$ cat config.mk
export PLATFORM = sky130hd
export DESIGN_NAME = canonical_huffman_decoder
export DESIGN_NICKNAME = d
export VERILOG_FILES = /design/src/rtl/canonical_huffman_decoder_pkg.sv /design/src/rtl/huffman_canon_table.sv /design/src/rtl/canonical_huffman_decoder.sv
export SDC_FILE = /design/constraint.sdc
export NUM_CORES = 1
export LEC_CHECK = 0
export ABC_AREA = 1
export CAP_MARGIN = 40
export CORE_ASPECT_RATIO = 1.1
export CORE_UTILIZATION = 50
export DETAILED_ROUTE_END_ITERATION = 7
export GPL_TIMING_DRIVEN = 0
export MAX_ROUTING_LAYER = met4
export PLACE_DENSITY = 0.8
export SLEW_MARGIN = 20
export SYNTH_ARGS = -nofsm -noshare
export SYNTH_HDL_FRONTEND = slang
export SYNTH_HIERARCHICAL = 1
export SYNTH_SLANG_ARGS = --single-unit
export TNS_END_PERCENT = 10
$ cat constraint.sdc
create_clock -name clk -period 3.9 [get_ports clk]
set_input_delay 0.78 -clock clk [delete_from_list [all_inputs] [get_ports clk]]
set_output_delay 0.78 -clock clk [all_outputs]
set_load 0.01 [all_outputs]
$ cat src/rtl/canonical_huffman_decoder_pkg.sv
// canonical_huffman_decoder_pkg: shared sizes, FSM encoding and table-entry type for the canonical Huffman path
package canonical_huffman_decoder_pkg;
  localparam int NUM_SYML = 20;
  localparam int MAX_LEN = 9;
  localparam int SYML_W = 8;
  localparam int LEN_W = 4;
  localparam int IDX_W = $clog2(NUM_SYML + 1);
  localparam int CODE_W = MAX_LEN + 1;
  typedef enum logic [1:0] {LOAD, BUILD, DECODE, ERR} state_t;
  typedef struct packed {
    logic [SYML_W-1:0] syml;
    logic [LEN_W-1:0] len;
  } tbl_entry_t;
endpackage

$ cat src/rtl/huffman_canon_table.sv
// huffman_canon_table: length counts, canonical first-code/first-index build and codeword lookup
module huffman_canon_table
  import canonical_huffman_decoder_pkg::*;
(
  input  logic               clk,
  input  logic               reset,
  input  logic               i_wr,
  input  tbl_entry_t         i_entry,
  input  logic               i_build,
  input  logic [MAX_LEN-1:0] i_acc,
  input  logic [LEN_W-1:0]   i_len,
  output logic               o_full,
  output logic               o_step_err,
  output logic               o_last,
  output logic               o_match,
  output logic               o_dead,
  output logic [SYML_W-1:0]  o_syml
);
  logic [IDX_W-1:0] r_count [MAX_LEN+1];
  logic [CODE_W-1:0] r_first_code [MAX_LEN+1];
  logic [IDX_W-1:0] r_first_idx [MAX_LEN+1];
  logic [SYML_W-1:0] r_sym_mem [NUM_SYML];
  logic [IDX_W-1:0] r_index, r_idx;
  logic [CODE_W-1:0] r_code;
  logic [CODE_W:0] r_end;
  logic [LEN_W-1:0] r_step;
  logic [CODE_W:0] w_sum, w_limit, w_prefix;
  logic [CODE_W-1:0] w_acc, w_diff;
  logic [IDX_W-1:0] w_addr;
  assign w_sum = {1'b0, r_code} + (CODE_W+1)'(r_count[r_step]);
  assign w_limit = (CODE_W+1)'(1) << r_step;
  assign o_full = r_index == IDX_W'(NUM_SYML);
  assign o_last = r_step == LEN_W'(MAX_LEN);
  assign o_step_err = i_build && (w_sum > w_limit || r_index == '0);
  assign w_acc = {1'b0, i_acc};
  assign w_diff = w_acc - r_first_code[i_len];
  assign o_match = w_acc >= r_first_code[i_len] && w_diff < CODE_W'(r_count[i_len]);
  assign w_addr = r_first_idx[i_len] + w_diff[IDX_W-1:0];
  assign o_syml = r_sym_mem[w_addr];
  // an unmatched prefix is dead once it lies beyond the last code of the longest length
  assign w_prefix = (CODE_W+1)'(i_acc) << (LEN_W'(MAX_LEN) - i_len);
  assign o_dead = !o_match && (i_len == LEN_W'(MAX_LEN) || w_prefix >= r_end);
  // length histogram during load, then one canonical length per cycle during build
  always_ff @(posedge clk) begin
    if (!reset) begin
      for (int k = 0; k <= MAX_LEN; k++) begin
        r_count[k] <= '0;
        r_first_code[k] <= '0;
        r_first_idx[k] <= '0;
      end
      r_index <= '0;
      r_idx <= '0;
      r_code <= '0;
      r_end <= '0;
      r_step <= LEN_W'(1);
    end else begin
      if (i_wr) begin
        r_count[i_entry.len] <= r_count[i_entry.len] + 1'b1;
        r_index <= r_index + 1'b1;
      end
      if (i_build) begin
        r_first_code[r_step] <= r_code;
        r_first_idx[r_step] <= r_idx;
        r_code <= CODE_W'(w_sum << 1);
        r_idx <= r_idx + r_count[r_step];
        r_step <= r_step + 1'b1;
        if (o_last) r_end <= w_sum;
      end
    end
  end
  // symbol store in canonical order
  always_ff @(posedge clk) begin
    if (i_wr) r_sym_mem[r_index] <= i_entry.syml;
  end
endmodule

$ cat src/rtl/canonical_huffman_decoder.sv
// canonical_huffman_decoder: table load, canonical build and bit-serial decode to 8-bit symbols
module canonical_huffman_decoder
  import canonical_huffman_decoder_pkg::*;
(
  input  logic              clk,
  input  logic              reset,
  input  logic              tbl_enb,
  input  logic [SYML_W-1:0] tbl_syml,
  input  logic [LEN_W-1:0]  tbl_len,
  input  logic              tbl_done,
  input  logic              bit_enb,
  input  logic              bit_in,
  output logic              bit_ready,
  output logic [SYML_W-1:0] Syml_out,
  output logic              Syml_pulse,
  output logic              tbl_err,
  output logic              dec_err
);
  state_t r_state;
  logic [MAX_LEN-2:0] r_acc;
  logic [LEN_W-1:0] r_len;
  logic w_full, w_step_err, w_last, w_match, w_dead, w_bad, w_wr;
  logic [SYML_W-1:0] w_syml;
  logic [MAX_LEN-1:0] w_acc_n;
  logic [LEN_W-1:0] w_len_n;
  assign w_bad = r_state == LOAD && tbl_enb && tbl_len != '0 && (tbl_len > LEN_W'(MAX_LEN) || w_full);
  assign w_wr = r_state == LOAD && tbl_enb && tbl_len != '0 && !w_bad;
  assign w_acc_n = {r_acc, bit_in};
  assign w_len_n = r_len + 1'b1;
  huffman_canon_table u_table (
    .clk(clk),
    .reset(reset),
    .i_wr(w_wr),
    .i_entry({tbl_syml, tbl_len}),
    .i_build(r_state == BUILD),
    .i_acc(w_acc_n),
    .i_len(w_len_n),
    .o_full(w_full),
    .o_step_err(w_step_err),
    .o_last(w_last),
    .o_match(w_match),
    .o_dead(w_dead),
    .o_syml(w_syml)
  );
  // phase FSM, bit accumulator and registered outputs
  always_ff @(posedge clk) begin
    if (!reset) begin
      r_state <= LOAD;
      r_acc <= '0;
      r_len <= '0;
      bit_ready <= 1'b0;
      Syml_out <= '0;
      Syml_pulse <= 1'b0;
      tbl_err <= 1'b0;
      dec_err <= 1'b0;
    end else begin
      Syml_pulse <= 1'b0;
      case (r_state)
        LOAD: begin
          if (w_bad) begin
            tbl_err <= 1'b1;
            r_state <= ERR;
          end else if (tbl_done) r_state <= BUILD;
        end
        BUILD: begin
          if (w_step_err) begin
            tbl_err <= 1'b1;
            r_state <= ERR;
          end else if (w_last) begin
            bit_ready <= 1'b1;
            r_state <= DECODE;
          end
        end
        DECODE: begin
          if (bit_enb) begin
            if (w_match) begin
              Syml_pulse <= 1'b1;
              Syml_out <= w_syml;
              r_acc <= '0;
              r_len <= '0;
            end else if (w_dead) begin
              dec_err <= 1'b1;
              bit_ready <= 1'b0;
              r_state <= ERR;
            end else begin
              r_acc <= w_acc_n[MAX_LEN-2:0];
              r_len <= w_len_n;
            end
          end
        end
        default: bit_ready <= 1'b0;
      endcase
    end
  end
endmodule

==> summary.md <==
The run finished, with violations left. The final reports fail on setup timing. The transition time of the tightest slew-check pin came out at 0.934 ns.

After layout, the worst path uses 110% of the clock period. In this run the static leakage power is 11.4 nW. Sequential cells were found to cover 59.0% of the synthesized design area.

The data required time of the critical path is 4.44 ns. A synthesized cell averages 9.55 µm². The primary flip-flop cell chosen by synthesis mapping was edfxtp_1. The Yosys step of the flow raised 6 warnings. The commonest cells after synthesis are 464 x edfxtp_1, 433 x nand2_1, 430 x nor2_1, 277 x o21ai_0, 235 x inv_1. In this run the vertical extent of the chip is 240 µm.

The worst hold path belongs to the class reg2reg. Synthesis produced a netlist whose cell count is 2702. After the first detailed-routing iteration, the DRC count stood at 3279.

Top cell type's share of synthesized area: 54.0%. For the data arrival time of the critical path, the log shows 4.85 ns. The number of buffers created by CTS is 51. TritonCTS built the clock tree.

The total standard cell area after synthesis came out at 25800 µm². The tools report the via count as 22100. Of all nets on the critical path, the largest fanout is 10. After clock tree synthesis, the clock-pin slew on the worst setup and hold paths is 0.07 ns.

The tools report the post-layout net count as 2948. The total power came out at 16.6 mW. The category of the worst setup path launch point is a flop. In this run, post-CTS hold repair placed 0 buffers. The first-pass GRT wire length is 125 mm. The worst setup path is captured at a flop. The root buffer cell chosen for the clock tree is clkbuf_16. The wire-length estimate of the detail-placed layout is 58.1 mm. Port buffer count: 29. For the pre-CTS setup slack, the log shows -1.88 ns.

For this design, the slowest cell found on the critical path is dfxtp_4. Setup repair after global routing could not meet its margin everywhere. The cell seen most often among critical-path stages was nand2_4. The combined buffer and inverter count along the critical path was 7; the final design instance area without fill was 30800 µm².

Row generation in the floorplan step produced 86 rows. In the final layout, the share of cells above drive strength 1 is 15.0%. Power spread over the standard cell area amounts to 539 nW/µm².

The number of enable-type register cells in the synthesized netlist is 464, and the worst-case clock buffer depth is 3. Pin placement for this block handled 30 I/O pins. Counting tap cells, the placed design contains a total of 3406 instances. The max-slew headroom at the worst pin is 37.7%, and the detailed-route vias per instance is 6.18.

The number of global-route vias before repair is 21100. The most frequent cell after synthesis was edfxtp_1. Timing would allow up to 0.232 GHz.

The logs give 27100 µm² for the placed standard-cell area and 0 for the remaining design rule violation count. In this run, synthesis produced a sequential element count of 528. Synthesized net count: 2787. Adding up every negative setup slack in the final design gives -7.88 ns. For the die footprint, the log shows 52500 µm². The critical setup path kind was reg2reg. The biggest area consumer among synthesized cells was edfxtp_1. Number of different library cells in the post-synthesis netlist: 52. The number of max-capacitance violations reported was 0; the number of H-tree branching levels was 2.

IR analysis of the VDD net gives a maximum drop of 446 µV. Entering global routing, the biggest net connects 21 pins. The congestion estimate from routability-driven global placement came to 0.998. Global routing consumed, over all layers together, 33.4% of the routing resources.

For the finished layout, the period the worst path requires is 4.31 ns. The chip width came out at 219 µm. The run gives 86.7 mm as the total wire length after detailed routing.

The dominant delay contributor by cell family on the critical path is simple AND/OR/NAND/NOR gates. In the post-synthesis netlist, the biggest area contributors are edfxtp_1 54%, nand2_1 6.3%, nor2_1 6.3%. The initial antenna violation count came out at 2. In the synthesized netlist the async set-or-reset flop fraction comes to 0%.

The synthesis-to-finish area growth is 19.3%. In this run the remaining antenna-violating nets after routing total 0. The run gives 51.1% as the effective utilization at floorplan.

The run gives 50500 µm² as the core area. Final worst clock skew: 0.0419 ns. Clock tree synthesis found a total of 528 sinks.

In the final routed layout, each cell accounts on average for 24.3 µm. For the number of max-slew violations in the final report, the log shows 0. The finished layout holds 3567 standard cells, fillers aside. Clock latency on the worst-skew pair, taken at its later pin, is 0.63 ns. The tools report the leftover overflow at the end of global routing as 0.

The length of the first detailed-routing pass in iterations was 6; the final setup violation count was 25. The biggest cell delay along the critical path is 0.37 ns. The logs give 0 for the final count of hold timing violations and -0.406 ns for the minimum setup slack in the final design.
[registers in the layout (all words and copies together) (netlist names), named ones only]
signal,flops
Syml_out,8
u_table/r_end,11
u_table/r_step,4
u_table/r_first_idx,80
u_table/r_code,9
Syml_pulse,1
r_len,4
u_table/r_sym_mem,160
r_state,2
r_acc,8
u_table/r_count,80
u_table/r_index,5
u_table/r_first_code,144
dec_err,1
u_table/r_idx,5
bit_ready,1
tbl_err,1
[area by class of cell]
type / count / area, µm²
Sequential cell: 528 / 15200
Timing Repair Buffer: 113 / 1070
Antenna cell: 2 / 5.00
Inverter: 264 / 1030
Fill cell: 3946 / 19700
Buffer: 140 / 1330
Multi-Input combinational cell: 1765 / 9480
Clock inverter: 25 / 310
Tap cell: 660 / 826
Clock buffer: 70 / 1490
[final timing paths]
| path | start | endpoint | slack (ns) | cells past startpoint |
|---|---|---|---|---|
| setup / recovery | r_len[0] | r_acc[5] | -0.41 | 27 |
| setup reg to reg | r_len[0] | r_acc[5] | -0.41 | 27 |
| hold / removal | u_table/r_code[9] | u_table/r_code[9] | 0.47 | 2 |
| hold reg to reg | u_table/r_code[9] | u_table/r_code[9] | 0.47 | 2 |
[metal layers]
metal  GRT usage (%)  vias to the layer above  share of wire, %
li1                -                     9638                 -
met1            38.7                    10300                34
met2            52.9                     1677                46
met3            6.69                      413                12
met4            22.1                        0               7.7
met5               -                        -                 0
[worst register-to-register path, delay by kind of cell, from the launching register on]
kind,cells,cell delay (ns)
xor gates and xnor gates,1,0.20
adders and majority gates,3,1.00
and+or+nand+nor,12,1.24
buffers and inverters,7,0.74
AOI/OAI and AO/OA,4,0.67
DFF,1,0.37
[placed cells by master (no fill, tap or decap), drive strengths merged]
cell           netlist  layout
nand3              202     202
nor3b                1       1
inv                248     249
clkbuf              63     127
a32o                 2       2
o21a                 2       2
bufinv               0       5
fa                   4       4
nand2              439     439
nand3b               1       1
nor3                14      14
o211ai              39      39
clkinv              16      28
o22ai               57      57
clkinvlp             0       7
a21oi              133     133
nor4                 1       1
diode                0       2
o221ai              30      30
dfxtp               64      64
clkdlybuf4s50        0      29
o21ba                1       1
nand4                5       5
a31oi                1       1
xor2                12      12
xnor2                3       3
a211oi               1       1
o21ai              292     292
o2111ai              2       2
buf                 82     167
ha                  63      63
and2                 3       3
or2                 10      10
mux2i                3       3
nor2               434     434
edfxtp             464     464
a221o               10      10
[through the flow]
stage | hold WS, ns | util, %
final | 0.472 | 61.0
after global routing | 0.496 | 61.0
after CTS | 0.473 | 59.6
after detailed placement | 0.454 | 53.8
after global placement | 0.444 | 53.4
after floorplan | 0.428 | -
[cells by family (layout without fill, tap and decap cells)]
kind of cell               Yosys count  after routing  share of synthesized area (%)
muxes                                3              3                          0.116
AOI/OAI and AO/OA                  570            570                           12.5
adders and majority gates           67             67                           3.37
buffers and inverters              409            612                           6.73
and+or+nand+nor                   1110           1110                           17.7
xor gates and xnor gates            15             15                          0.597
other                                0              2                              0
DFF                                528            528                           59.0
[power breakdown]
part / leakage [nW] / total, mW / switching (mW) / internal (mW)
sequential: 4.91 / 6.57 / 0.166 / 6.41
combinational: 5.65 / 4.78 / 3.06 / 1.72
clock: 0.875 / 5.23 / 2.20 / 3.03
[timing repair]
item	CTS	global route
setup buffers	35	23
pin swaps	37	60
endpoints found under the setup margin	26	46
resized for setup	260	119
endpoints found under the hold margin	0	0
cloned	1	1
No activity file was read; power rests on OpenSTA's default activity.
